<file path="src/rtl/parity_stream_gen_pkg.sv">
// Shared types and reset constants for the streaming parity generator/checker.
package parity_pkg;

  typedef enum logic [1:0] {
    IDLE  = 2'd0,
    ACCUM = 2'd1,
    DONE  = 2'd2
  } parity_state_t;

  localparam logic RST_IN_READY    = 1'b1;
  localparam logic RST_WORD_VALID  = 1'b0;
  localparam logic RST_WORD_EP     = 1'b0;
  localparam logic RST_WORD_OP     = 1'b0;
  localparam logic RST_FRAME_VALID = 1'b0;
  localparam logic RST_FRAME_EP    = 1'b0;
  localparam logic RST_FRAME_OP    = 1'b1;
  localparam logic RST_WORD_ERR    = 1'b0;

endpackage

</file>
<file path="src/rtl/parity_stream_gen_if.sv">
// Word stream and result bundle of parity_stream_gen; check signals exist only
// when PARITY_CHECK_EN is defined.
interface parity_stream_gen_if #(
  parameter int DATA_W    = 9,
  parameter int FRAME_LEN = 8,
  parameter int ERR_W     = 8
);
  localparam int CNT_W = $clog2(FRAME_LEN + 1);

  logic              clr;
  logic              in_valid;
  logic              in_ready;
  logic [DATA_W-1:0] in_data;
  logic              in_last;
  logic              word_valid;
  logic              word_ep;
  logic              word_op;
  logic              frame_valid;
  logic              frame_ep;
  logic              frame_op;
  logic [CNT_W-1:0]  frame_cnt;
`ifdef PARITY_CHECK_EN
  logic              chk_par;
  logic              word_err;
  logic [ERR_W-1:0]  err_cnt;
`endif

  modport master (
    output clr, in_valid, in_data, in_last,
    input  in_ready, word_valid, word_ep, word_op,
    input  frame_valid, frame_ep, frame_op, frame_cnt
`ifdef PARITY_CHECK_EN
    , output chk_par
    , input  word_err, err_cnt
`endif
  );

  modport slave (
    input  clr, in_valid, in_data, in_last,
    output in_ready, word_valid, word_ep, word_op,
    output frame_valid, frame_ep, frame_op, frame_cnt
`ifdef PARITY_CHECK_EN
    , input  chk_par
    , output word_err, err_cnt
`endif
  );

endinterface

</file>
<file path="src/rtl/parity_stream_gen_word.sv">
// Combinational parity of one word, built as a running XOR chain across the bits.
module parity_word #(
  parameter int DATA_W = 9
) (
  input  logic [DATA_W-1:0] data,
  output logic              ep,
  output logic              op
);

  logic [DATA_W-1:0] chain;

  assign chain[0] = data[0];

  genvar gi;
  generate
    for (gi = 1; gi < DATA_W; gi++) begin : g_chain
      assign chain[gi] = chain[gi-1] ^ data[gi];
    end
  endgenerate

  assign ep = chain[DATA_W-1];
  assign op = ~chain[DATA_W-1];

endmodule

</file>
<file path="src/rtl/parity_stream_gen.sv">
// Streaming per-word and per-frame parity generator. Define PARITY_CHECK_EN to add
// the received-parity check with its saturating error counter.
module parity_stream_gen
  import parity_pkg::*;
#(
  parameter int DATA_W    = 9,
  parameter int FRAME_LEN = 8,
  parameter int ERR_W     = 8
) (
  input  logic              clk,
  input  logic              rst_n,
  parity_stream_gen_if.slave bus
);

  localparam int CNT_W = $clog2(FRAME_LEN + 1);

  parity_state_t    state_reg, state_next;
  logic             acc_reg;
  logic [CNT_W-1:0] count_reg;
  logic             word_valid_reg, word_ep_reg, word_op_reg;
  logic             beat_ep, beat_op;
  logic             ready, accept, frame_end;
  logic             frame_valid, frame_ep, frame_op;
  logic [CNT_W-1:0] frame_cnt;

  // One reduction feeds the word result, the frame accumulator and the check.
  parity_word #(.DATA_W(DATA_W)) u_word (
    .data (bus.in_data),
    .ep   (beat_ep),
    .op   (beat_op)
  );

  assign ready     = (state_reg != DONE) && !bus.clr;
  assign accept    = bus.in_valid && ready;
  assign frame_end = accept &&
                     (bus.in_last || (count_reg + CNT_W'(1) == CNT_W'(FRAME_LEN)));

  always_ff @(posedge clk) begin
    if (!rst_n) begin
      state_reg <= IDLE;
    end else begin
      state_reg <= state_next;
    end
  end

  always_comb begin
    state_next  = state_reg;
    frame_valid = RST_FRAME_VALID;
    frame_ep    = RST_FRAME_EP;
    frame_op    = RST_FRAME_OP;
    frame_cnt   = '0;
    if (bus.clr) begin
      state_next = IDLE;
    end else begin
      case (state_reg)
        IDLE: begin
          if (frame_end) begin
            state_next = DONE;
          end else if (accept) begin
            state_next = ACCUM;
          end
        end
        ACCUM: begin
          if (frame_end) begin
            state_next = DONE;
          end
        end
        DONE: begin
          state_next  = IDLE;
          frame_valid = 1'b1;
          frame_ep    = acc_reg;
          frame_op    = ~acc_reg;
          frame_cnt   = count_reg;
        end
        default: state_next = IDLE;
      endcase
    end
  end

  always_ff @(posedge clk) begin
    if (!rst_n) begin
      acc_reg        <= 1'b0;
      count_reg      <= '0;
      word_valid_reg <= RST_WORD_VALID;
      word_ep_reg    <= RST_WORD_EP;
      word_op_reg    <= RST_WORD_OP;
    end else begin
      word_valid_reg <= accept;
      // No beat is accepted in DONE, so clearing there never drops a word.
      if (bus.clr || state_reg == DONE) begin
        acc_reg   <= 1'b0;
        count_reg <= '0;
      end else if (accept) begin
        acc_reg   <= acc_reg ^ beat_ep;
        count_reg <= count_reg + CNT_W'(1);
      end
      if (accept) begin
        word_ep_reg <= beat_ep;
        word_op_reg <= beat_op;
      end
    end
  end

  assign bus.in_ready    = ready;
  assign bus.word_valid  = word_valid_reg;
  assign bus.word_ep     = word_ep_reg;
  assign bus.word_op     = word_op_reg;
  assign bus.frame_valid = frame_valid;
  assign bus.frame_ep    = frame_ep;
  assign bus.frame_op    = frame_op;
  assign bus.frame_cnt   = frame_cnt;

`ifdef PARITY_CHECK_EN
  logic             word_err_reg;
  logic [ERR_W-1:0] err_cnt_reg;
  logic             beat_err;

  // Even convention: a mismatch between the received bit and the word's XOR.
  assign beat_err = bus.chk_par ^ beat_ep;

  always_ff @(posedge clk) begin
    if (!rst_n) begin
      word_err_reg <= RST_WORD_ERR;
      err_cnt_reg  <= '0;
    end else if (accept) begin
      word_err_reg <= beat_err;
      if (beat_err && err_cnt_reg != {ERR_W{1'b1}}) begin
        err_cnt_reg <= err_cnt_reg + ERR_W'(1);
      end
    end
  end

  assign bus.word_err = word_err_reg;
  assign bus.err_cnt  = err_cnt_reg;
`endif

endmodule

</file>
<file path="src/flat_wrapper.sv">
// flat-port wrapper written by rule: the top's interface ports become plain ports
module parity_stream_gen_flat import parity_pkg::*;
#(
  parameter int DATA_W    = 9,
  parameter int FRAME_LEN = 8,
  parameter int ERR_W     = 8
)
  (clk, rst_n, bus_clr, bus_in_valid, bus_in_data, bus_in_last, bus_in_ready, bus_word_valid, bus_word_ep, bus_word_op, bus_frame_valid, bus_frame_ep, bus_frame_op, bus_frame_cnt);
  parity_stream_gen_if #(.DATA_W(DATA_W), .FRAME_LEN(FRAME_LEN), .ERR_W(ERR_W)) bus_i ();
  input  logic clk;
  input  logic rst_n;
  input wire logic [$bits(bus_i.clr)-1:0] bus_clr;
  input wire logic [$bits(bus_i.in_valid)-1:0] bus_in_valid;
  input wire logic [$bits(bus_i.in_data)-1:0] bus_in_data;
  input wire logic [$bits(bus_i.in_last)-1:0] bus_in_last;
  output wire logic [$bits(bus_i.in_ready)-1:0] bus_in_ready;
  output wire logic [$bits(bus_i.word_valid)-1:0] bus_word_valid;
  output wire logic [$bits(bus_i.word_ep)-1:0] bus_word_ep;
  output wire logic [$bits(bus_i.word_op)-1:0] bus_word_op;
  output wire logic [$bits(bus_i.frame_valid)-1:0] bus_frame_valid;
  output wire logic [$bits(bus_i.frame_ep)-1:0] bus_frame_ep;
  output wire logic [$bits(bus_i.frame_op)-1:0] bus_frame_op;
  output wire logic [$bits(bus_i.frame_cnt)-1:0] bus_frame_cnt;
  assign bus_i.clr = bus_clr;
  assign bus_i.in_valid = bus_in_valid;
  assign bus_i.in_data = bus_in_data;
  assign bus_i.in_last = bus_in_last;
  assign bus_in_ready = bus_i.in_ready;
  assign bus_word_valid = bus_i.word_valid;
  assign bus_word_ep = bus_i.word_ep;
  assign bus_word_op = bus_i.word_op;
  assign bus_frame_valid = bus_i.frame_valid;
  assign bus_frame_ep = bus_i.frame_ep;
  assign bus_frame_op = bus_i.frame_op;
  assign bus_frame_cnt = bus_i.frame_cnt;
  parity_stream_gen #(.DATA_W(DATA_W), .FRAME_LEN(FRAME_LEN), .ERR_W(ERR_W)) u_core (.clk(clk), .rst_n(rst_n), .bus(bus_i));
endmodule
</file>
<file path="config.mk">
export PLATFORM = sky130hd
export DESIGN_NAME = parity_stream_gen_flat
export DESIGN_NICKNAME = d
export VERILOG_FILES = /design/src/rtl/parity_stream_gen_pkg.sv /design/src/rtl/parity_stream_gen_if.sv /design/src/rtl/parity_stream_gen_word.sv /design/src/rtl/parity_stream_gen.sv /design/src/flat_wrapper.sv
export SDC_FILE = /design/constraint.sdc
export NUM_CORES = 1
export LEC_CHECK = 0
export BUFFER_PORTS_ARGS = -buffer_cell sky130_fd_sc_hd__buf_2
export CELL_PAD_IN_SITES_DETAIL_PLACEMENT = 0
export CELL_PAD_IN_SITES_GLOBAL_PLACEMENT = 1
export CORE_AREA = 3 3 43 52
export CTS_CLUSTER_DIAMETER = 30
export DETAILED_ROUTE_END_ITERATION = 16
export DIE_AREA = 0 0 46 55
export HOLD_SLACK_MARGIN = 0.02
export PLACE_DENSITY = 0.77
export SETUP_SLACK_MARGIN = 0.2
export SLEW_MARGIN = 20
export SYNTH_ARGS = -nofsm -noshare
export SYNTH_HDL_FRONTEND = slang
export SYNTH_HIERARCHICAL = 1
export SYNTH_SLANG_ARGS = --single-unit
</file>
<file path="constraint.sdc">
create_clock -name clk -period 4.2 [get_ports clk]
set_clock_uncertainty 0.1 [all_clocks]
set_input_delay 0.84 -clock clk [delete_from_list [all_inputs] [get_ports clk]]
set_output_delay 0.84 -clock clk [all_outputs]
set_load 0.005 [all_outputs]
</file>
==> results.sh, run 1 <==
export IMPL_drv_slew=0
export IMPL_fmax_mhz=399
export IMPL_outcome="completed"
export IMPL_async_flop_share=0
export IMPL_grt_max_degree=9
export IMPL_synth_common_cells="dfxtp_1 (10), and2_1 (5), nand3_1 (5), xnor2_1 (5)"
export IMPL_syn_nets=82
export IMPL_cts_setup_buffers=0
export IMPL_worst_slack_ps=1690
export IMPL_ys_seq_area_frac=0.330
export IMPL_avgRoutedWirePerCell_um=12.1
export IMPL_hpwl_um=1040
export IMPL_rows=17
export IMPL_synthCells=67
export IMPL_hp_class="reg -> reg"
export IMPL_rsz0062_at_grt="no"
export IMPL_synth_most_common_cell="dfxtp_1"
export IMPL_final_util=0.419
export IMPL_synth_top_area_share=0.330
export IMPL_synth_top_area_cell="dfxtp_1"
export IMPL_post_cts_resized=0
export IMPL_fin_crit_sh=0.597
export IMPL_worstSkewPairLatency_ps=260
export IMPL_maxSlewHeadroom=0.739
export IMPL_area_growth_pct=26.2
export IMPL_p_leak_nw=0.355
export IMPL_drc=0
export IMPL_synth_area_leaders="dfxtp_1 (33%), xnor2_1 (7.2%), and2_1 (5.2%)"
export IMPL_ys_ff_latch=10
export IMPL_seq_area_um2=200
export IMPL_place_congestion=0.726
export IMPL_post_place_ws_ps=1680
export IMPL_multiInputGateArea_um2=395
export IMPL_placed_cells=109
export IMPL_grt_usage=0.115
export IMPL_synth_top_family_by_area="simple AND/OR/NAND/NOR gates"
export IMPL_synth_fa_ha_area_frac=0.0206
export IMPL_totalWireLength_um=1350
export IMPL_nFillCells=182
export IMPL_io_pins=25
export IMPL_viasPerCell=5.08
export IMPL_yosysUniqueCellTypes=27
export IMPL_layout_nets=110
export IMPL_syn_area_um2=607
export IMPL_path_class="in -> out"
export IMPL_antenna_found_initial=0
export IMPL_first_pass_iters=2
export IMPL_cts_root_buffer="clkbuf_4"
export IMPL_grt_pass1_vias=522
export IMPL_ys_flop_type="dfxtp_1"
export IMPL_cts_clk_slew_worst_paths_ps=60
export IMPL_clockBufferDepth=2
export IMPL_ir_drop_mv=0.176
export IMPL_vias=569
export IMPL_yosys_area_share_simple=0.318
export IMPL_layout_cells_non_filler=112
export IMPL_die_w_um=46
export IMPL_cap_violations=0
export IMPL_overflow=0
export IMPL_tightest_slew_ps=391
export IMPL_setup_viol_count_final=0
export IMPL_synth_xor_area_frac=0.153
export IMPL_cts_buffers=3
export IMPL_synthMuxAreaShare=0.0330
export IMPL_htreeDepth=1
export IMPL_synth_enable_flop_cells=0
export IMPL_cts_tree="yes"
export IMPL_ant_nets=0
export IMPL_holdBufCountCts=0
export IMPL_die_h_um=55
export IMPL_clock_sinks=10
export IMPL_yosysWarnings=6
export IMPL_setup_worst_path_start_class="input pin"
export IMPL_synth_compound_area_frac=0.128
export IMPL_hold_violations=0
export IMPL_drive_gt1_frac=0.312
export IMPL_crit_path_end_kind="output pin"
export IMPL_die_area_um2=2530
export IMPL_cp_data_required_time_ps=3260
export IMPL_crit_arrival_ps=1570
export IMPL_syn_area_per_cell_um2=9.06
export IMPL_holdWs_ps=383
export IMPL_drt_iter0_drc=7
export IMPL_worstPathMaxFanout=7
export IMPL_n_antenna_cell=0
export IMPL_fin_crit_ps=2510
export IMPL_largest_reg_flops=4
export IMPL_start_util=0.332
export IMPL_grt_first_pass_wirelength_um=2040
export IMPL_design_core_area_um2=1830
export IMPL_power_density_nw_per_um2=282
export IMPL_portBuffers=24
export IMPL_tns_ps=0
-- kinds of logic after synthesis --
group           count (synthesis)
mux                             2
simple gates                   32
flops                          10
compound gates                 11
xor+xnor                        9
buf+inv                         2
fa+ha+maj                       1
-- per-stage QoR --
stage	power, mW	cell area, µm²
final	0.216	766
after global routing	0.227	766
after floorplan	0.138	607
after CTS	0.218	766
after global placement	0.152	743
after detailed placement	0.153	743
-- cells in the final DEF, fill, tap and decap left out, types with 2 or more instances in the layout --
cell type	n
buf_2	24
dfxtp_1	10
and2_1	5
xnor2_1	5
nand3_1	5
nor2_1	4
nor2b_1	4
clkbuf_4	3
nand2_1	3
nand3b_1	3
a21oi_1	3
xor2_1	3
o31ai_1	2
or4_1	2
and3_1	2
mux2i_1	2
a21boi_0	2
-- area by class of cell --
class	count	area share
multi-input cells	55	0.516
well taps	19	0.0310
inverters	1	0.00490
clock buffers	3	0.0294
flip-flops and latches	10	0.261
repair buffers	24	0.157
-- where the power goes --
group | internal [mW] | switching, mW | leakage (nW)
Combinational | 0.0266 | 0.0212 | 0.260
Clock | 0.0331 | 0.0324 | 0.0138
Sequential | 0.0995 | 0.00305 | 0.0814
Total | 0.159 | 0.0566 | 0.355
-- worst max-delay path, stage by stage --
cell    delay (ps)
buf_2          130
nor2_1         300
and2_1         190
buf_2          110
-- metal layers --
metal	share of wire	track usage	vias to the layer above	wire length, µm
met3	0.090	0.0259	4	122
met2	0.50	0.206	20	673
met1	0.40	0.113	254	542
li1	-	-	291	-
met5	0	0	-	0
met4	0.012	0.0853	0	16
-- final timing paths --
check / start / endpoint / slack (ps) / cells after the start
worst min register to register: u_core/bus.word_op$_SDFFE_PN0P_ / u_core/bus.word_op$_SDFFE_PN0P_ / 380 / 2
worst max register to register: u_core/count_reg[0]$_SDFFE_PP0P_ / u_core/count_reg[2]$_SDFFE_PP0P_ / 2730 / 4
worst min-delay path: u_core/bus.word_op$_SDFFE_PN0P_ / u_core/bus.word_op$_SDFFE_PN0P_ / 380 / 2
worst max-delay path: bus_clr / bus_frame_cnt[3] / 1690 / 4
(Power assumes the default switching activity.)
==> run 2, diff against run 1 <==
--- a/config.mk
+++ b/config.mk
@@ -8,12 +8,12 @@
 export BUFFER_PORTS_ARGS = -buffer_cell sky130_fd_sc_hd__buf_2
 export CELL_PAD_IN_SITES_DETAIL_PLACEMENT = 0
 export CELL_PAD_IN_SITES_GLOBAL_PLACEMENT = 1
-export CORE_AREA = 3 3 43 52
+export CORE_AREA = 3 3 44 53
 export CTS_CLUSTER_DIAMETER = 30
 export DETAILED_ROUTE_END_ITERATION = 16
-export DIE_AREA = 0 0 46 55
+export DIE_AREA = 0 0 47 56
 export HOLD_SLACK_MARGIN = 0.02
-export PLACE_DENSITY = 0.77
+export PLACE_DENSITY = 0.74
 export SETUP_SLACK_MARGIN = 0.2
 export SLEW_MARGIN = 20
 export SYNTH_ARGS = -nofsm -noshare
==> constraint.sdc (replaced) <==
create_clock -name clk -period 2.38 [get_ports clk]
set_clock_uncertainty 0.1 [all_clocks]
set_input_delay 0.476 -clock clk [delete_from_list [all_inputs] [get_ports clk]]
set_output_delay 0.476 -clock clk [all_outputs]
set_load 0.005 [all_outputs]
==> run 2 against run 1 <==
Final area grew 2.1%. Largest cell class unchanged. Worst hold slack worse by 26 ps. Register-to-register slack worse by 1800 ps. First-iteration DRC count decreased by 86%. Total power increased by 93%. Critical path depth is the same. Global-route usage down 0.62 points. Utilization fell by 0.082 points. Largest power group unchanged. Sequential power is 76% higher. Non-clock buffer count unchanged. Critical path type is now reg -> out. Sequential cell count is the same.
==> results.sh, run 2 (synthesized netlist as in run 1, its figures left out) <==
export IMPL_ir_drop_mv=0.243
export IMPL_grt_usage=0.109
export IMPL_hp_class="in -> reg"
export IMPL_p_leak_nw=0.362
export IMPL_r2r_start="u_core/count_reg[0]$_SDFFE_PP0P_"
export IMPL_layout_nets=110
export IMPL_setup_worst_path_start_class="register"
export IMPL_p_comb_frac=0.201
export IMPL_totalWireLength_um=1300
export IMPL_first_pass_iters=2
export IMPL_die_h_um=56
export IMPL_cts_buffers=3
export IMPL_drt_iter0_drc=1
export IMPL_r2r_cells=4
export IMPL_vias=576
export IMPL_clock_power_share=0.364
export IMPL_share_seq_of_total_power=0.435
export IMPL_crit_path_end_kind="output pin"
export IMPL_cp_data_required_time_ps=1800
export IMPL_r2r_end="u_core/count_reg[2]$_SDFFE_PP0P_"
export IMPL_io_pins=25
export IMPL_place_congestion=0.704
export IMPL_rsz0062_at_grt="no"
export IMPL_fin_crit_ps=2030
export IMPL_die_w_um=47
export IMPL_overflow=0
export IMPL_worstPathMaxFanout=8
export IMPL_switchingPower_uw=101
export IMPL_ant_nets=0
export IMPL_drc=0
export IMPL_portBuffers=24
export IMPL_grt_pass1_vias=513
export IMPL_p_int_uw=315
export IMPL_tns_ps=0
export IMPL_holdBufCountCts=0
export IMPL_power_density_nw_per_um2=532
export IMPL_clockBufferDepth=2
export IMPL_path_class="reg -> out"
export IMPL_mostFrequentLayoutCells="buf_2 (24), dfxtp_1 (10), and2_1 (5), xnor2_1 (5), nand3_1 (5)"
export IMPL_largest_reg_flops=4
export IMPL_cts_tree="yes"
export IMPL_viasPerCell=5.10
export IMPL_htreeDepth=1
export IMPL_drv_slew=0
export IMPL_cts_root_buffer="clkbuf_4"
export IMPL_fin_crit_sh=0.854
export IMPL_tightest_slew_ps=396
export IMPL_area_growth_pct=28.9
export IMPL_rows=17
export IMPL_swShare=0.242
export IMPL_cts_clk_slew_worst_paths_ps=70
export IMPL_nFillCells=215
export IMPL_hpwl_um=1070
export IMPL_worstSkewPairLatency_ps=260
export IMPL_n_antenna_cell=0
export IMPL_holdWs_ps=357
export IMPL_crit_start="u_core/state_reg[1]$_SDFFE_PP0P_"
export IMPL_endpoint="bus_frame_cnt[1]"
export IMPL_fin_total_pwr_uw=416
export IMPL_avgRoutedWirePerCell_um=11.5
export IMPL_outcome="completed"
export IMPL_setup_viol_count_final=0
export IMPL_cap_violations=0
export IMPL_mostFrequentLayoutCell="buf_2"
export IMPL_maxSlewHeadroom=0.735
export IMPL_antenna_found_initial=0
export IMPL_clock_sinks=10
export IMPL_drive_gt1_frac=0.330
export IMPL_hold_violations=0
export IMPL_crit_arrival_ps=1460
export IMPL_die_area_um2=2630
export IMPL_grt_max_degree=9
export IMPL_start_util=0.324
export IMPL_fmax_mhz=492
export IMPL_grt_first_pass_wirelength_um=2110
export IMPL_rrSetupSlack_ps=910
export IMPL_design_core_area_um2=1870
## run 2: final cells by class
type	count	area (µm²)	share of cell area
multi-input cells	55	398	0.509
inverters	1	3.75	0.00480
well taps	19	23.8	0.0304
repair buffers	24	120	0.154
clock buffers	4	36.3	0.0464
flip-flops and latches	10	200	0.256
## run 2: worst max-delay path: stages, from the launching register on
cell and delay [ps]:
dfxtp_1 340, or2b_1 330, nor2_2 250, and2_1 160, buf_2 110
## run 2: per-layer routing
layer / up-vias / routed length [µm] / track usage
met4: 0 / 15 / 0.0474
met1: 263 / 558 / 0.130
li1: 293 / - / -
met2: 18 / 631 / 0.175
met5: - / 0 / 0
met3: 2 / 97 / 0.0291
## run 2: worst min path at each step
stage                                                 from                                to  depth (start not counted)
after floorplan           u_core/count_reg[3]$_SDFFE_PP0P_  u_core/count_reg[3]$_SDFFE_PP0P_                          2
after global placement     u_core/bus.word_op$_SDFFE_PN0P_   u_core/bus.word_op$_SDFFE_PN0P_                          2
after detailed placement   u_core/bus.word_op$_SDFFE_PN0P_   u_core/bus.word_op$_SDFFE_PN0P_                          2
after CTS                                            rst_n   u_core/bus.word_ep$_SDFFE_PN0P_                          2
after global routing                                 rst_n   u_core/bus.word_ep$_SDFFE_PN0P_                          2
final                                                rst_n   u_core/bus.word_ep$_SDFFE_PN0P_                          2
## run 2: metrics by stage
stage / util / cell area (µm²) / instances / setup WS, ps
floorplan: - / 607 / 67 / 621
global placement: 0.397 / 743 / 109 / 490
detailed placement: 0.397 / 743 / 109 / 448
CTS: 0.418 / 782 / 113 / 303
global route: 0.418 / 782 / 113 / 226
finish: 0.418 / 782 / 113 / 347
## run 2: repair_timing
item / 4_1_cts / 5_1_grt
setup endpoints to repair: 5 / 0
gates resized for setup: 1 / 0
setup buffers: 0 / 0
## run 2: power by group through the flow
| stage | combinational, mW | sequential, mW | clock (mW) |
|---|---|---|---|
| 6_report | 0.0837 | 0.181 | 0.152 |
| 5_1_grt | 0.0938 | 0.182 | 0.165 |
| 4_1_cts | 0.0853 | 0.181 | 0.159 |
| 3_5_place_dp | 0.0848 | 0.185 | 0 |
| 3_3_place_gp | 0.0829 | 0.185 | 0 |
| 2_1_floorplan | 0.0587 | 0.184 | 0 |
